==> config.mk <==
export PLATFORM = sky130hd
export DESIGN_NAME = imem_arbiter
export DESIGN_NICKNAME = d
export VERILOG_FILES = /design/src/rtl/imem_arbiter.sv
export SDC_FILE = /design/constraint.sdc
export NUM_CORES = 1
export LEC_CHECK = 0
export ABC_AREA = 1
export CORE_AREA = 3 3 109 111
export DETAILED_ROUTE_END_ITERATION = 10
export DIE_AREA = 0 0 112 114
export GPL_TIMING_DRIVEN = 0
export PLACE_DENSITY = 0.62
export SETUP_SLACK_MARGIN = 0.15
export SLEW_MARGIN = 15
export SYNTH_ARGS = -nofsm -noshare
export SYNTH_HDL_FRONTEND = slang
export SYNTH_SLANG_ARGS = --single-unit
==> constraint.sdc <==
create_clock -name clk -period 1.4 [get_ports clk]
set_clock_uncertainty 0.15 [all_clocks]
set_input_delay 0.21 -clock clk [delete_from_list [all_inputs] [get_ports clk]]
set_output_delay 0.21 -clock clk [all_outputs]
set_load 0.01 [all_outputs]
==> src/rtl/imem_arbiter.sv <==
// Arbitrates one single-ported memory between the fetch port and the load/store data port.
// Optional starvation guard for fetch: define IMEM_ARB_STARVE_GUARD_EN.
module imem_arbiter #(
  parameter int STARVE_MAX = 4
) (
  input  logic        clk,
  input  logic        rst,
  input  logic        f_req,
  input  logic [31:0] f_addr,
  output logic        f_gnt,
  output logic        f_rvalid,
  output logic [31:0] f_rdata,
  input  logic        f_flush,
  input  logic        d_req,
  input  logic        d_we,
  input  logic [31:0] d_addr,
  input  logic [31:0] d_wdata,
  input  logic [3:0]  d_be,
  output logic        d_gnt,
  output logic        d_rvalid,
  output logic [31:0] d_rdata,
  output logic        m_req,
  output logic        m_we,
  output logic [31:0] m_addr,
  output logic [31:0] m_wdata,
  output logic [3:0]  m_be,
  input  logic        m_gnt,
  input  logic        m_rvalid,
  input  logic [31:0] m_rdata,
  output logic [1:0]  state_dbg
);

  // Handshake: each requester holds req and its fields stable until its gnt;
  // gnt = selected & m_gnt in the same cycle; every grant yields exactly one m_rvalid.
  typedef enum logic [1:0] {
    IDLE   = 2'd0,
    BUSY_F = 2'd1,
    BUSY_D = 2'd2,
    DROP   = 2'd3
  } state_t;

  state_t state, state_nxt;
  logic   sel_ok, sel_d, sel_f;
  logic   starve_force;

`ifdef IMEM_ARB_STARVE_GUARD_EN
  logic [2:0] starve_cnt;

  always_ff @(posedge clk or posedge rst) begin
    if (rst) begin
      starve_cnt <= 3'd0;
    end else if (!f_req || f_gnt) begin
      starve_cnt <= 3'd0;
    end else if (d_gnt && starve_cnt != 3'd7) begin
      starve_cnt <= starve_cnt + 3'd1;
    end
  end

  assign starve_force = f_req && (int'(starve_cnt) >= STARVE_MAX);
`else
  logic [31:0] unused_starve_max;
  assign unused_starve_max = STARVE_MAX;
  assign starve_force      = 1'b0;
`endif

  always_ff @(posedge clk or posedge rst) begin
    if (rst) state <= IDLE;
    else     state <= state_nxt;
  end

  assign state_dbg = state;

  always_comb begin
    state_nxt = state;
    sel_ok    = 1'b0;
    sel_d     = 1'b0;
    sel_f     = 1'b0;
    f_gnt     = 1'b0;
    d_gnt     = 1'b0;
    f_rvalid  = 1'b0;
    f_rdata   = 32'd0;
    d_rvalid  = 1'b0;
    d_rdata   = 32'd0;
    m_req     = 1'b0;
    m_we      = 1'b0;
    m_addr    = 32'd0;
    m_wdata   = 32'd0;
    m_be      = 4'd0;

    // Outputs are held quiet for the whole time reset is asserted.
    if (!rst) begin
      case (state)
        IDLE: sel_ok = 1'b1;
        BUSY_F: begin
          if (m_rvalid) begin
            sel_ok    = 1'b1;
            state_nxt = IDLE;
            if (!f_flush) begin
              f_rvalid = 1'b1;
              f_rdata  = m_rdata;
            end
          end else if (f_flush) begin
            state_nxt = DROP;
          end
        end
        BUSY_D: begin
          if (m_rvalid) begin
            sel_ok    = 1'b1;
            state_nxt = IDLE;
            d_rvalid  = 1'b1;
            d_rdata   = m_rdata;
          end
        end
        DROP: begin
          if (m_rvalid) begin
            sel_ok    = 1'b1;
            state_nxt = IDLE;
          end
        end
        default: state_nxt = IDLE;
      endcase

      if (sel_ok) begin
        sel_d = d_req && !starve_force;
        sel_f = !sel_d && f_req;
        m_req = sel_d || sel_f;
        if (sel_d) begin
          m_we    = d_we;
          m_addr  = d_addr;
          m_wdata = d_wdata;
          m_be    = d_be;
        end else if (sel_f) begin
          m_addr = f_addr;
          m_be   = 4'hF;
        end
        d_gnt = sel_d && m_gnt;
        f_gnt = sel_f && m_gnt;
        if (d_gnt) state_nxt = BUSY_D;
        if (f_gnt) state_nxt = BUSY_F;
      end
    end
  end

endmodule

Word-level counts from Yosys, hierarchy flattened
Index checks and enable logic that the tools add are counted.

Register bits after elaboration: 2. Output and inout bits: 140. Word-level logic and storage cells: 55.

Eq/ne operators: 3. Multiplexer cells: 43. Reduce and logical (&&, ||, !) cells: 8.

Operators by type and width (count): $mux W32 (14); $mux W1 (17); $mux W4 (4); $mux W2 (6); $eq A2 B2 Y1 const B (2); $pmux W2 S2 (1); $logic_and A1 B1 Y1 (3); $reduce_or A3 Y1 (1); $eq A2 B1 Y1 const B (1); $logic_not A2 Y1 (1); $pmux W1 S2 (1); $reduce_or A2 Y1 (1); $logic_not A1 Y1 (1); $logic_or A1 B1 Y1 (1).

Logic depth before layout (Yosys ltp)
Gate-level depths: netlist (run 1).

Depth in word-level cells: 6. Mapped depth: 6.

Worst setup path before layout (run 1)
OpenSTA, ideal clock, no wires.

Kind: register to output. From: reg state[0], in the netlist state_dbg[0]. To: out m_addr[22]. Arrival: 1.178 ns. Data required time: 1.040 ns. Setup slack: -0.138 ns. Stages on the path, launching flop included: 5. Path buffers: 1. Cells stage by stage: dfrtp_1 > o21ai_2 > nand2_1 > buf_2 > a21oi_1.

Word-level cells in the longest chain between the ends: 6. Elaborated cells between the ends (all ways): 9. Those cells by class: eq/ne: 3; mux: 4; reduce/logical: 2.

Ends and longest elaborated chain: from (decl) (line 42) `state_t state, state_nxt;`; from (signal assigned) (line 68) `else state <= state_nxt;`; $eq A2 B2 Y1 or $eq A2 B1 Y1 (tied branches) (line 92) `case (state)`; $reduce_or A3 Y1 (no source line); $pmux W1 S2 * (line 92); $mux W1 * (line 91) `if (!rst) begin`; $mux W32 * (line 123) `if (sel_ok) begin`; $mux W32 * (line 91); to (decl) (line 24) `output logic [31:0] m_addr,`.

Every way passes the cells marked *; elsewhere a longest branch is shown, timed or not. The select of a mux whose other input is x is not followed.

Final worst setup path (run 1)
From: reg state[1], in the netlist state_dbg[1]. To: out m_wdata[27].

Word-level cells in the longest chain between the ends: 6. Elaborated cells between the ends (all ways): 9. Those cells by class: eq/ne: 3; mux: 4; reduce/logical: 2.

Ends and longest elaborated chain: $eq A2 B2 Y1 or $eq A2 B1 Y1 (tied branches) (line 92); $reduce_or A3 Y1 (no source line); $pmux W1 S2 * (line 92); $mux W1 * (line 91); $mux W32 * (line 123); $mux W32 * (line 91); to (decl) (line 25) `output logic [31:0] m_wdata,`.

Marks and branches as above.

==> flow_summary.json, run 1 <==
{
  "crit_fanout": 5,
  "critPathMaxStageDelay_ps": 430,
  "cts.clk_slew.worst_paths_ps": 30,
  "gp_congestion": 0.909,
  "final_util_pct": 49.0,
  "hpwlAfterDp_um": 9100,
  "final_cells": 792,
  "fillers": 1070,
  "drt_iter0_drc": 105,
  "die_y_um": 114,
  "antenna_cells": 0,
  "numPortBuffers": 278,
  "reg2reg_to": "state_dbg[1]$_DFFE_PP0N_",
  "crit_type": "flip-flop to primary output",
  "reg2reg_from": "state_dbg[1]$_DFFE_PP0N_",
  "startpoint_type": "flip-flop",
  "yosys.area_share.adder_pct": 0,
  "final_antenna_net_count": 0,
  "synthMuxAreaShare_pct": 0,
  "largest_reg_flops": 2,
  "synth_compound_area_share_pct": 12.2,
  "power.total_w": 0.00209,
  "clockBufferDepth": 2,
  "area_growth_pct": 269,
  "synth.area.top_cells": "nor2_1, nand2_1, nand3_1",
  "synth.net_count": 473,
  "drv_cap": 0,
  "initial_core_util_pct": 13.3,
  "wl_um": 11300,
  "holdBufCountCts": 0,
  "synth.largest_area_cell": "nor2_1",
  "core_area_um2": 10900,
  "violations": "negative setup slack",
  "fin_ws_ps": -501,
  "worst_slew_pin_slew_ps": 430,
  "reg2reg_depth": 7,
  "post_dp_cell_area_um2": 4820,
  "crit_chain": "o21ai_4, buf_12, buf_12, buf_12, buf_16, nand2_2, nor2_2, buf_2",
  "crit_start": "state_dbg[1]$_DFFE_PP0N_",
  "grt_pass1_wl_um": 16500,
  "clkLatencyLatePin_ps": 210,
  "critPathMostFrequentCell": "buf_12",
  "fin_nets": 794,
  "final_layout_size_suffix_gt1_share_pct": 53.8,
  "cts_tree": "built",
  "peakVddDrop_mv": 0.249,
  "setup_viol": 139,
  "cts_root_buf": "clkbuf_8",
  "final-max-slew-violation-count": 0,
  "avgSynthCellArea_um2": 4.34,
  "grt_usage_pct": 15.6,
  "rsz0062_at_grt": "true",
  "ys_warn_count": 0,
  "cts_sinks": 2,
  "first_global_vias": 3240,
  "worstHoldPathType": "input port to async pin",
  "timing.final.crit_period_ps": 1900,
  "end_kind": "primary output",
  "first_pass_iters": 4,
  "hold_viol_final": 0,
  "yosys.area_share.simple_pct": 63.1,
  "htree_levels": 1,
  "synth_area_um2": 1450,
  "yosysSeqAreaShare_pct": 3.46,
  "cts_made_buffers": 3,
  "period_share_pct": 136,
  "worst_ep_arrival_time_ps": 1540,
  "antenna_found_initial": 0,
  "synthXorXnorAreaFrac_pct": 0,
  "die_area_um2": 12800,
  "synthCells": 333,
  "whs_ps": 77.1,
  "max_slew_margin_pct": 71.3,
  "crit_path_end": "m_wdata[27]",
  "worst-path-stages": 8,
  "fmax_ghz": 0.526,
  "drc_errors": 0,
  "critPathBufInv": 5,
  "yosys_register_bits": 2,
  "io_pins": 280,
  "gr-total-overflow": 0,
  "crit_path_top_delay_cell": "dfrtp_2",
  "num_rows": 38,
  "viasPerCell": 4.14,
  "outcome": "complete, but fails checks",
  "final_cell_area_um2": 5330,
  "power_density_nw_per_um2": 392,
  "required_ps": 1040,
  "vias": 3278,
  "grt_max_degree": 11,
  "synth_top_family_by_area": "simple AND/OR/NAND/NOR gates",
  "wl_per_cell_um": 14.2,
  "p_leak_nw": 2.62,
  "placed_cells_incl_taps": 751,
  "regToRegSetupSlack_ps": -50,
  "path_delay_family": "buffers and inverters",
  "die_w_um": 112,
  "synth_top_area_share_pct": 27.5,
  "synth_cell_types": 15
}
-- what timing repair did --
action                                 in CTS  in global routing
pin swaps                                   6                  9
setup endpoints to repair                 142                142
resized for setup                         612                108
setup buffers                              21                  7
endpoints found under the hold margin       0                  0
cloned                                      5                  5
-- logic make-up after synthesis --
group / count (synthesis)
AOI/OAI and AO/OA: 34
buffers and inverters: 69
DFF: 2
and+or+nand+nor: 228
-- tightest hold or removal path, cell delays in order --
cell	delay, ps
buf_2	170
inv_2	100
buf_4	120
buf_4	170
-- per-layer routing --
| layer | share of wire (%) | up-vias | wire (um) | global-route usage, % |
|---|---|---|---|---|
| met1 | 34 | 1440 | 3890 | 16.4 |
| met3 | 11 | 6 | 1240 | 4.99 |
| met4 | 1.1 | 0 | 129 | 3.85 |
| li1 | - | 1649 | - | - |
| met5 | 0 | - | 0 | 0 |
| met2 | 53 | 183 | 6020 | 30.2 |
-- cell usage after synthesis, drive strengths merged --
| master | count |
|---|---|
| o21bai | 1 |
| nand2 | 87 |
| nor3 | 1 |
| buf | 18 |
| o21ai | 1 |
| nand4 | 1 |
| nand3 | 33 |
| clkbuf | 9 |
| nor2 | 106 |
| a21oi | 32 |
| inv | 42 |
| dfrtp | 2 |
-- metrics by stage --
| step | setup slack (ps) | TNS (ps) |
|---|---|---|
| after global placement | -1310 | -158290 |
| after CTS | -505 | -57210 |
| after global routing | -577 | -65090 |
| after floorplan | -66.6 | -6160 |
| final | -501 | -54350 |
| after detailed placement | -1350 | -160720 |
-- where the power goes --
| part | switching, W | internal (W) |
|---|---|---|
| Sequential | 0.0000147 | 0.0000677 |
| Clock | 0.0000416 | 0.000181 |
| Combinational | 0.000776 | 0.00101 |
| Total | 0.000832 | 0.00126 |
-- final cells by class --
class | count | area (um2) | area share, %
Tap cell | 140 | 175 | 3.28
Buffer | 27 | 317 | 5.94
Multi-Input combinational cell | 262 | 1710 | 32.1
Clock buffer | 3 | 41.3 | 0.774
Timing Repair Buffer | 316 | 2870 | 53.8
Sequential cell | 2 | 52.6 | 0.985
Inverter | 42 | 165 | 3.10
-- worst min path at each step --
stage | cells past startpoint | startpoint | endpoint
floorplan | 1 | rst | state_dbg[0]$_DFFE_PP0N_
global placement | 2 | state_dbg[0]$_DFFE_PP0N_ | state_dbg[0]$_DFFE_PP0N_
detailed placement | 2 | state_dbg[0]$_DFFE_PP0N_ | state_dbg[0]$_DFFE_PP0N_
CTS | 4 | rst | state_dbg[0]$_DFFE_PP0N_
global route | 4 | rst | state_dbg[0]$_DFFE_PP0N_
finish | 4 | rst | state_dbg[0]$_DFFE_PP0N_
-- layout by cell type (no fill, tap or decap), drive strengths merged --
cell	synthesis	layout
a21oi	32	32
buf	18	181
clkbuf	9	19
clkdlybuf4s15	0	9
clkdlybuf4s50	0	134
dfrtp	2	2
dlygate4sd2	0	2
dlymetal6s2s	0	1
inv	42	42
nand2	87	87
nand3	33	33
nand4	1	1
nor2	106	106
nor3	1	1
o21ai	1	1
o21bai	1	1
Note: power is estimated with default switching activity, not from simulation.
==> run 2: changes to the inputs <==
MAX_ROUTING_LAYER = met4   (was default)
==> run 2 against run 1 <==
  * The run still ends with negative setup slack left
  * Highest routed layer unchanged
  * Final cell count did not move
  * Sequential power barely moved
  * Non-clock buffer count did not move
  * Hold slack got worse by 1.1 ps
  * Die area did not move
  * Clock power barely moved
==> flow_summary.json, run 2 (same netlist as run 1, synthesis figures left out) <==
{
  "fillers": 1070,
  "fin_nets": 794,
  "swShare_pct": 39.8,
  "rsz0062_at_grt": "true",
  "cts.clk_slew.worst_paths_ps": 30,
  "final-max-slew-violation-count": 0,
  "final_cell_mix": "clkdlybuf4s50_1, buf_2, nand2_1, nor2_2, buf_6",
  "antenna_found_initial": 0,
  "cts_made_buffers": 3,
  "drv_cap": 0,
  "drt_iter0_drc": 98,
  "viasPerCell": 4.15,
  "p_int_w": 0.00126,
  "htree_levels": 1,
  "gr-total-overflow": 0,
  "grt_max_degree": 11,
  "clock_power_share_pct": 10.7,
  "holdBufCountCts": 0,
  "worst_slew_pin_slew_ps": 430,
  "final_layout_size_suffix_gt1_share_pct": 53.8,
  "pre_cts_slack_ps": -1350,
  "combPwrFrac_pct": 85.4,
  "cts_sinks": 2,
  "outcome": "complete, but fails checks",
  "largest_reg_flops": 2,
  "clkLatencyLatePin_ps": 210,
  "peakVddDrop_mv": 0.249,
  "setup_viol": 139,
  "period_share_pct": 136,
  "worstHoldPathType": "input port to async pin",
  "p_leak_nw": 2.62,
  "area_growth_pct": 269,
  "worst_ep_arrival_time_ps": 1540,
  "reg2reg_from": "state_dbg[1]$_DFFE_PP0N_",
  "numPortBuffers": 278,
  "required_ps": 1040,
  "io_pins": 280,
  "violations": "negative setup slack",
  "end_kind": "primary output",
  "p_switching_w": 0.000832,
  "power_density_nw_per_um2": 392,
  "max_slew_margin_pct": 71.3,
  "grt_pass1_wl_um": 16400,
  "final_antenna_net_count": 0,
  "fmax_ghz": 0.526,
  "wl_per_cell_um": 14.3,
  "placed_cells_incl_taps": 751,
  "wl_um": 11300,
  "crit_fanout": 5,
  "cts_root_buf": "clkbuf_8",
  "first_pass_iters": 6,
  "startpoint_type": "flip-flop",
  "vias": 3284,
  "first_global_vias": 3248,
  "drc_errors": 0,
  "die_y_um": 114,
  "crit_start": "state_dbg[1]$_DFFE_PP0N_",
  "final_common_cell": "clkdlybuf4s50_1",
  "fin_ws_ps": -502,
  "hold_viol_final": 0,
  "cts_tree": "built",
  "clockBufferDepth": 2,
  "p_seq_share_pct": 3.9,
  "num_rows": 38,
  "hpwlAfterDp_um": 9100,
  "initial_core_util_pct": 13.3,
  "die_area_um2": 12800,
  "timing.final.crit_period_ps": 1900,
  "antenna_cells": 0,
  "grt_usage_pct": 16.1,
  "core_area_um2": 10900,
  "final_cells": 792,
  "crit_type": "flip-flop to primary output",
  "gp_congestion": 0.925,
  "die_w_um": 112
}
==> run 2: worst paths after layout <==
kind	endpoint	slack, ps	cells after the start
max reg2reg	state_dbg[1]$_DFFE_PP0N_	-50	7
min	state_dbg[0]$_DFFE_PP0N_	80	4
min in group clk	state_dbg[1]$_DFFE_PP0N_	250	5
max in group asynchronous	state_dbg[1]$_DFFE_PP0N_	870	4
min reg2reg	state_dbg[0]$_DFFE_PP0N_	460	2
max	m_wdata[26]	-500	8
==> run 2: power groups by stage <==
stage / Combinational, W / Sequential (W) / Clock [W]
3_5_place_dp: 0.00141 / 0.0000848 / 0
5_1_grt: 0.00191 / 0.0000838 / 0.000239
2_1_floorplan: 0.000589 / 0.0000865 / 0
4_1_cts: 0.00164 / 0.0000828 / 0.000231
6_report: 0.00178 / 0.0000823 / 0.000223
3_3_place_gp: 0.00140 / 0.0000842 / 0
==> run 2: through the flow <==
stage	TNS (ps)	total power, W	instance area [um2]	util (%)	hold slack (ps)
global route	-65060	0.00223	5330	49.0	104
CTS	-57210	0.00195	5000	45.9	66.1
detailed placement	-160720	0.00150	4820	44.3	468
global placement	-158290	0.00148	4820	44.3	464
finish	-54360	0.00209	5330	49.0	76.0
floorplan	-6160	0.000675	1860	-	-178
==> run 2: critical path: stages, from the launching register on <==
cell     delay [ps]
dfrtp_2         430
o21ai_4         170
buf_12          140
buf_12          130
buf_12          100
buf_16          110
nand2_2          40
nor2_2           70
buf_2           140
==> run 2: metal layers <==
layer / track usage (%) / vias up / routed length, um
met4: 3.85 / 0 / 129
met3: 3.55 / 6 / 1030
met1: 17.3 / 1450 / 4090
met2: 30.2 / 179 / 6040
met5: - / - / 0
li1: - / 1649 / -
==> run 2: layout make-up <==
class	instances	area (um2)	area share, %
clock buffer	3	41.3	0.774
multi-input combinational	262	1710	32.1
inverter	42	165	3.10
timing repair buffer	316	2870	53.8
buffer	27	317	5.94
tap	140	175	3.28
sequential	2	52.6	0.985
==> run 2: repair_timing <==
| item | CTS | global route |
|---|---|---|
| gates cloned | 5 | 5 |
| endpoints found under the setup margin | 142 | 142 |
| resized for setup | 612 | 108 |
| pin swaps | 6 | 9 |
| setup buffers | 21 | 7 |
